File: config.mk
export PLATFORM = sky130hd
export DESIGN_NAME = seq_det_ctrl
export DESIGN_NICKNAME = d
export VERILOG_FILES = /design/src/rtl/seq_det_ctrl.sv
export SDC_FILE = /design/constraint.sdc
export NUM_CORES = 1
export LEC_CHECK = 0
export BUFFER_PORTS_ARGS = -buffer_cell sky130_fd_sc_hd__buf_2
export CORE_UTILIZATION = 44
export CTS_CLUSTER_SIZE = 10
export DETAILED_ROUTE_END_ITERATION = 8
export GPL_ROUTABILITY_DRIVEN = 0
export GPL_TIMING_DRIVEN = 1
export MAX_ROUTING_LAYER = met4
export PLACE_DENSITY = 0.7
export REMOVE_ABC_BUFFERS = 1
export SLEW_MARGIN = 40
export SYNTH_ARGS = -nofsm -noshare
export SYNTH_HDL_FRONTEND = slang
export SYNTH_SLANG_ARGS = --single-unit
File: constraint.sdc
create_clock -name clk -period 2 [get_ports clk]
set_clock_uncertainty 0.2 [all_clocks]
set_input_delay 0.2 -clock clk [delete_from_list [all_inputs] [get_ports clk]]
set_output_delay 0.2 -clock clk [all_outputs]
set_load 0.01 [all_outputs]
File: src/rtl/seq_det_ctrl.sv
// Round-robin front end that serialises a latched 8-bit word, MSB first, into an
// external 3-ones Moore detector and counts the detector hits for that word.
module seq_det_ctrl (
    input  logic       clk,
    input  logic       rst,
    input  logic [1:0] req,
    input  logic [7:0] data0,
    input  logic [7:0] data1,
    output logic [1:0] gnt,
    output logic       done,
    output logic       owner,
    output logic [3:0] cnt,
    output logic       det_rst,
    output logic       det_x,
    input  logic       det_y
);

    // state | meaning
    // IDLE  | waiting for a request; detector out of reset, det_x low
    // CLR   | grant pulse, detector held in reset
    // SHIFT | eight cycles driving word[7-idx] onto det_x
    // DRAIN | det_x low, collects the detector result for the last bit
    // DONE  | done pulse, cnt/owner valid
    typedef enum logic [2:0] {
        IDLE  = 3'd0,
        CLR   = 3'd1,
        SHIFT = 3'd2,
        DRAIN = 3'd3,
        DONE  = 3'd4
    } state_t;

    state_t     state, state_nx;
    logic [2:0] idx, idx_nx;
    logic [7:0] word, word_nx;
    logic       last, last_nx;
    logic       armed;
    logic       winner;
    logic [3:0] cnt_inc;

    logic [1:0] gnt_nx;
    logic       done_nx;
    logic       owner_nx;
    logic [3:0] cnt_nx;
    logic       det_rst_nx;
    logic       det_x_nx;

    // armed holds off acceptance for one edge after reset so the detector
    // always sees det_rst released on the first clock.
    always_ff @(posedge clk or negedge rst) begin
        if (!rst) begin
            state   <= IDLE;
            idx     <= 3'd0;
            word    <= 8'h00;
            last    <= 1'b1;
            armed   <= 1'b0;
            gnt     <= 2'b00;
            done    <= 1'b0;
            owner   <= 1'b0;
            cnt     <= 4'd0;
            det_rst <= 1'b0;
            det_x   <= 1'b0;
        end else begin
            state   <= state_nx;
            idx     <= idx_nx;
            word    <= word_nx;
            last    <= last_nx;
            armed   <= 1'b1;
            gnt     <= gnt_nx;
            done    <= done_nx;
            owner   <= owner_nx;
            cnt     <= cnt_nx;
            det_rst <= det_rst_nx;
            det_x   <= det_x_nx;
        end
    end

    assign cnt_inc = (cnt == 4'hF) ? cnt : cnt + 4'd1;

    always_comb begin
        state_nx   = state;
        idx_nx     = idx;
        word_nx    = word;
        last_nx    = last;
        owner_nx   = owner;
        cnt_nx     = cnt;
        gnt_nx     = 2'b00;
        done_nx    = 1'b0;
        det_rst_nx = 1'b1;
        det_x_nx   = 1'b0;
        winner     = (req == 2'b11) ? ~last : req[1];

        case (state)
            IDLE: begin
                if (armed && (req != 2'b00)) begin
                    state_nx   = CLR;
                    word_nx    = winner ? data1 : data0;
                    owner_nx   = winner;
                    last_nx    = winner;
                    cnt_nx     = 4'd0;
                    gnt_nx     = winner ? 2'b10 : 2'b01;
                    det_rst_nx = 1'b0;
                end
            end
            CLR: begin
                state_nx = SHIFT;
                idx_nx   = 3'd0;
                det_x_nx = word[7];
            end
            SHIFT: begin
                // det_y in cycle idx reflects bit idx-1; cycle 0 only sees the cleared detector
                if ((idx != 3'd0) && det_y) begin
                    cnt_nx = cnt_inc;
                end
                if (idx == 3'd7) begin
                    state_nx = DRAIN;
                end else begin
                    idx_nx   = idx + 3'd1;
                    det_x_nx = word[3'd6 - idx];
                end
            end
            DRAIN: begin
                if (det_y) begin
                    cnt_nx = cnt_inc;
                end
                state_nx = DONE;
                done_nx  = 1'b1;
            end
            DONE: begin
                state_nx = IDLE;
            end
            default: begin
                state_nx = IDLE;
            end
        endcase
    end

endmodule

; Yosys cells after proc, flatten, opt, wreduce, memory -nomap -nowiden
; Cells that the tools add are included.
[totals]
reg_bits = 26
out_inout_bits = 10
wordCells = 60
[op_classes]
addsub = 3
magnitude_cmp = 1
n_eq_ne = 11
muxes = 22
bitwise_logic = 1
reduce_logical = 11
[op_table]
columns = operator, n
row1 = two-way mux 4 bit, 4
row2 = case mux 3 bit (4 select lines), 1
row3 = case mux 4 bit (3 select lines), 1
row4 = "!= test 2 bit, second input constant", 5
row5 = two-way mux 3 bit, 3
row6 = two-way mux 8 bit, 1
row7 = "== test 3 x 2 -> 1 bit, second input constant", 2
row8 = two-way mux 1 bit, 6
row9 = two-way mux 2 bit, 3
row10 = case mux 3 bit (2 select lines), 1
row11 = AND reduction 2 bit, 3
row12 = nonzero test 3 bit, 2
row13 = "adder 4 x 1 -> 4 bit, second input constant", 1
row14 = "== test 4 bit, second input constant", 1
row15 = "< comparator 3 x 4 -> 1 bit, second input constant", 1
row16 = AND reduction 4 bit, 1
row17 = nonzero test 2 bit, 2
row18 = "adder 3 x 1 -> 3 bit, second input constant", 1
row19 = binary-select mux 1 bit (select 3 bit), 1
row20 = "== test 3 x 1 -> 1 bit, second input constant", 1
row21 = "== test 3 bit, second input constant", 1
row22 = logical NOT 3 bit, 1
row23 = "subtractor 3 bit, first input constant", 1
row24 = "== test 2 bit, second input constant", 1
row25 = other kinds (3), 4

; Longest topological paths before layout
[depth]
word_depth = 5
depth_mapped = 6
ltp_nobuf = 6

; Worst setup path after synthesis
; No wires, ideal clock.
[synth_path]
path_kind = reg-to-reg
startpoint = register idx[0]
endpoint = register cnt[0]
setup_time_ps = 128
arrival_time_ps = 1596
required_ps = 1672
slack_ps = 77
stages_incl_launch_ff = 7
period_less_slack_ps = 1923
cell_sequence = dfrtp_1 -> inv_1 -> ha_1 -> nor3b_1 -> o32ai_4 -> o21ai_2 -> mux2_1
[synth_via]
elab_chain_len = 4
[synth_rtl]
columns = element, line
row1 = from (decl), 33  ; logic [2:0] idx, idx_nx;
row2 = from (signal assigned), 64  ; idx <= idx_nx;
row3 = nonzero test 3 bit, 111  ; if ((idx != 3'd0) && det_y) begin
row4 = logical AND 1 bit, 111
row5 = != test 2 bit (no source line), --
row6 = AND reduction 4 bit (no source line), --
row7 = to (signal assigned), 71  ; cnt <= cnt_nx;
row8 = to (decl), 12  ; output logic [3:0] cnt,
; Every way passes these cells.
; A chain may end at the register's enable or synchronous reset.

; Worst setup path after layout
[layout_path]
startpoint = register state[2]
endpoint = register cnt[3]
[layout_via]
elab_chain_len = 3
word_cells_on_any_way = 9
[layout_rtl]
columns = element, line
row1 = from (decl), 32  ; state_t state, state_nx;
row2 = from (signal assigned), 63  ; state <= state_nx;
row3 = == test 3 x 2 -> 1 bit or logical NOT 3 bit (tied branches), 92  ; case (state)
row4 = != test 2 bit (no source line) or nonzero test 3 bit (tied branches), --
row5 = AND reduction 4 bit (no source line), --
; Several ways; a longest one is shown, not always the timed one.

==> results.cfg <==
[critical_path]
crit_fanout = 7
cp_data_required_time_ns = 2.02
crit_start = state[2]
rr_endpoint = cnt[3]
cp_slowest_cell = dfrtp_1
crit_end = cnt[3]
worst-path-stages = 4
r2r_cells = 4
cp_cell_sequence = or2_4 -> o32ai_4 -> o21ai_2 -> a221o_1
worst_path_largest_cell_delay_ns = 0.47
crit_arrival_ns = 1.89
crit_family = compound AO/OA/AOI/OAI gates
endpoint_kind = flop
regToRegStartpoint = state[2]
startpoint_type = flop
rrSetupSlack_ns = 0.14
cp_num_buf_inv = 0
worstSetupPathType = flop to flop

[clock_network]
clockBufferDepth = 2
clock_latency_ns = 0.32
cts_tree = done
numCtsBuffers = 3
htreeDepth = 1
clkTransAtPathRegs_ns = 0.14
root_buffer = clkbuf_4
cts.sinks = 26

[synth]
syn_area_per_cell_um2 = 10.8
yosysWarnings = 0
yosysTopAreaCellShare_pct = 47.6
synthFlopType = dfrtp_1
netlist_area_mm2 = 0.00131
synth_seq_cells = 26
async_flop_share_pct = 100
synth_seq_area_share_pct = 49.6
yosysTopAreaCell = dfrtp_1
synth_cells = 122
synth_cell_types = 38
synth_edf_count = 0
synthTopCellsByArea = dfrtp_1 48%, mux2i_1 7.6%, ha_1 4.8%

[route]
routed_via_density = 5.42
initialDrtViolationCount = 24
drtAntennaViolNets = 0
wire_per_inst_um = 13.9
num_vias = 1095
wl_um = 2800
drtPass1Iterations = 4
post-route-drc-count = 0

[final_layout]
diodes = 0
final_core_util_pct = 62.4
area.sequential_um2 = 652
final_common_cell = buf_2
drive_gt1_share_pct = 28.7
syn_to_final_growth_pct = 32.1
multi_input_area_um2 = 629
final_cell_mix = 30 x buf_2, 25 x dfrtp_1, 16 x dlygate4sd3_1, 15 x nor2_1, 11 x a21oi_1
num-fill-cells = 213
fin_nets = 198

[global_route]
met2_usage_pct = 32.6
antenna_found_initial = 0
overflow = 0
grtUsageMet3_pct = 2.76
grt_pass1_vias = 1103
grt_pass1_wl_um = 4650
grt_max_degree = 27
met1_usage_pct = 23.4
busiest_layer = met2
track_usage_pct = 19.3

[floorplanning]
die_w_um = 56.6
fp.dieH_um = 56.6
start_util_pct = 47.2
num_io_pins = 31
core-area_mm2 = 0.00278
row_count = 19
die-area_mm2 = 0.00321

[sta]
finalHoldViolCount = 0
setup_violations = 0
layout_setup_ws_ns = 0.137
slew_headroom_pct = 54.7
rsz0062_at_grt = no
fmax_mhz = 537
final.period_utilization_pct = 93.2
period_needed_ns = 1.86
maxSlewViolCount = 0
worst_slew_pin_slew_ns = 0.676

[flow_run]
max_cap_viol_count = 0

[power_and_ir_drop]
power.density_mw_per_mm2 = 1290
ir_drop_v = 0.000889
p_leak_nw = 0.844
power_mw = 2.24

[placement]
dp_hpwl_um = 1890
io_buffers = 30
dp_slack_ns = 0.0186

[worst_hold_path]
min_path_type = primary input to flop

[outcome]
status = finished, final reports clean
-- flip-flops by register name, indices dropped and copies added (netlist names) --
register and flops:
idx 3, gnt 2, det_rst 1, det_x 1
cnt 4, done 1, owner 1, armed 1
word 8, state 3, last 1
-- how the worst min path moves through the flow --
stage	start	end	slack, ns	cells after the start
5_1_grt	data1[7]	word[7]	0.001	3
3_3_place_gp	rst	done	0.02	1
4_1_cts	data1[2]	word[2]	0.004	3
3_5_place_dp	rst	done	0.03	1
2_1_floorplan	rst	armed	-0.30	0
6_report	data1[7]	word[7]	0.009	3
-- cells by family (layout without fill, tap and decap cells) --
kind of cell             count (synthesis)  after routing  synth area share (%)
multiplexers                            13             13                  11.9
AO/OA/AOI/OAI                           27             27                  15.0
AND/OR/NAND/NOR                         36             36                  13.6
other                                    1              1                 0.285
XOR/XNOR                                 2              2                  1.33
adder cells (fa/ha/maj)                  5              5                  4.76
buffers and inverters                   12             61                  3.52
flip-flops                              26             26                  49.6
-- cell usage after synthesis, drive strengths merged, types with 2 or more instances --
cell type,count
nand2,6
o21ai,5
mux4,2
and2,2
a22o,5
nor3,2
mux2i,10
dfrtp,25
nor2,15
ha,5
buf,2
a21oi,11
clkbuf,3
o32ai,2
inv,7
nand2b,2
nor2b,2
-- metal layers --
| metal | vias up | wire, um |
|---|---|---|
| met1 | 543 | 1260 |
| met5 | - | 0 |
| met2 | 25 | 1420 |
| met3 | 6 | 74 |
| met4 | 0 | 46 |
| li1 | 521 | - |
-- where the power goes --
part | total [mW] | leakage, nW | switching, mW | internal [mW]
sequential | 0.877 | 0.316 | 0.143 | 0.734
combinational | 1.09 | 0.507 | 0.541 | 0.549
clock | 0.268 | 0.0210 | 0.157 | 0.111
total | 2.24 | 0.844 | 0.841 | 1.39
-- worst reg2reg max path, delay by kind of cell, from the launching register on --
family	cells	cell delay, ns
flops	1	0.47
compound gates	3	0.79
simple gates	1	0.29
-- metrics by stage --
stage	cells	instance area, um2	TNS [ns]	hold slack [ns]
finish	202	1740	0	0.00854
global route	202	1740	0	0.00106
CTS	201	1720	0	0.00448
detailed placement	182	1530	0	0.0325
global placement	182	1530	0	0.0235
floorplan	117	1290	-5.50	-0.296
-- timing repair --
item,4_1_cts,5_1_grt
hold buffers,15,1
gates resized for setup,0,1
hold endpoints to repair,33,1
setup endpoints to repair,0,1
buffers inserted,0,0
-- area by class of cell --
cell class	instances	area share, %
multi-input combinational	84	36.3
tap	31	2.24
timing repair buffer	50	20.3
clock buffer	4	2.09
sequential	26	37.6
inverter	7	1.51
No activity file was read; power rests on OpenSTA's default activity.
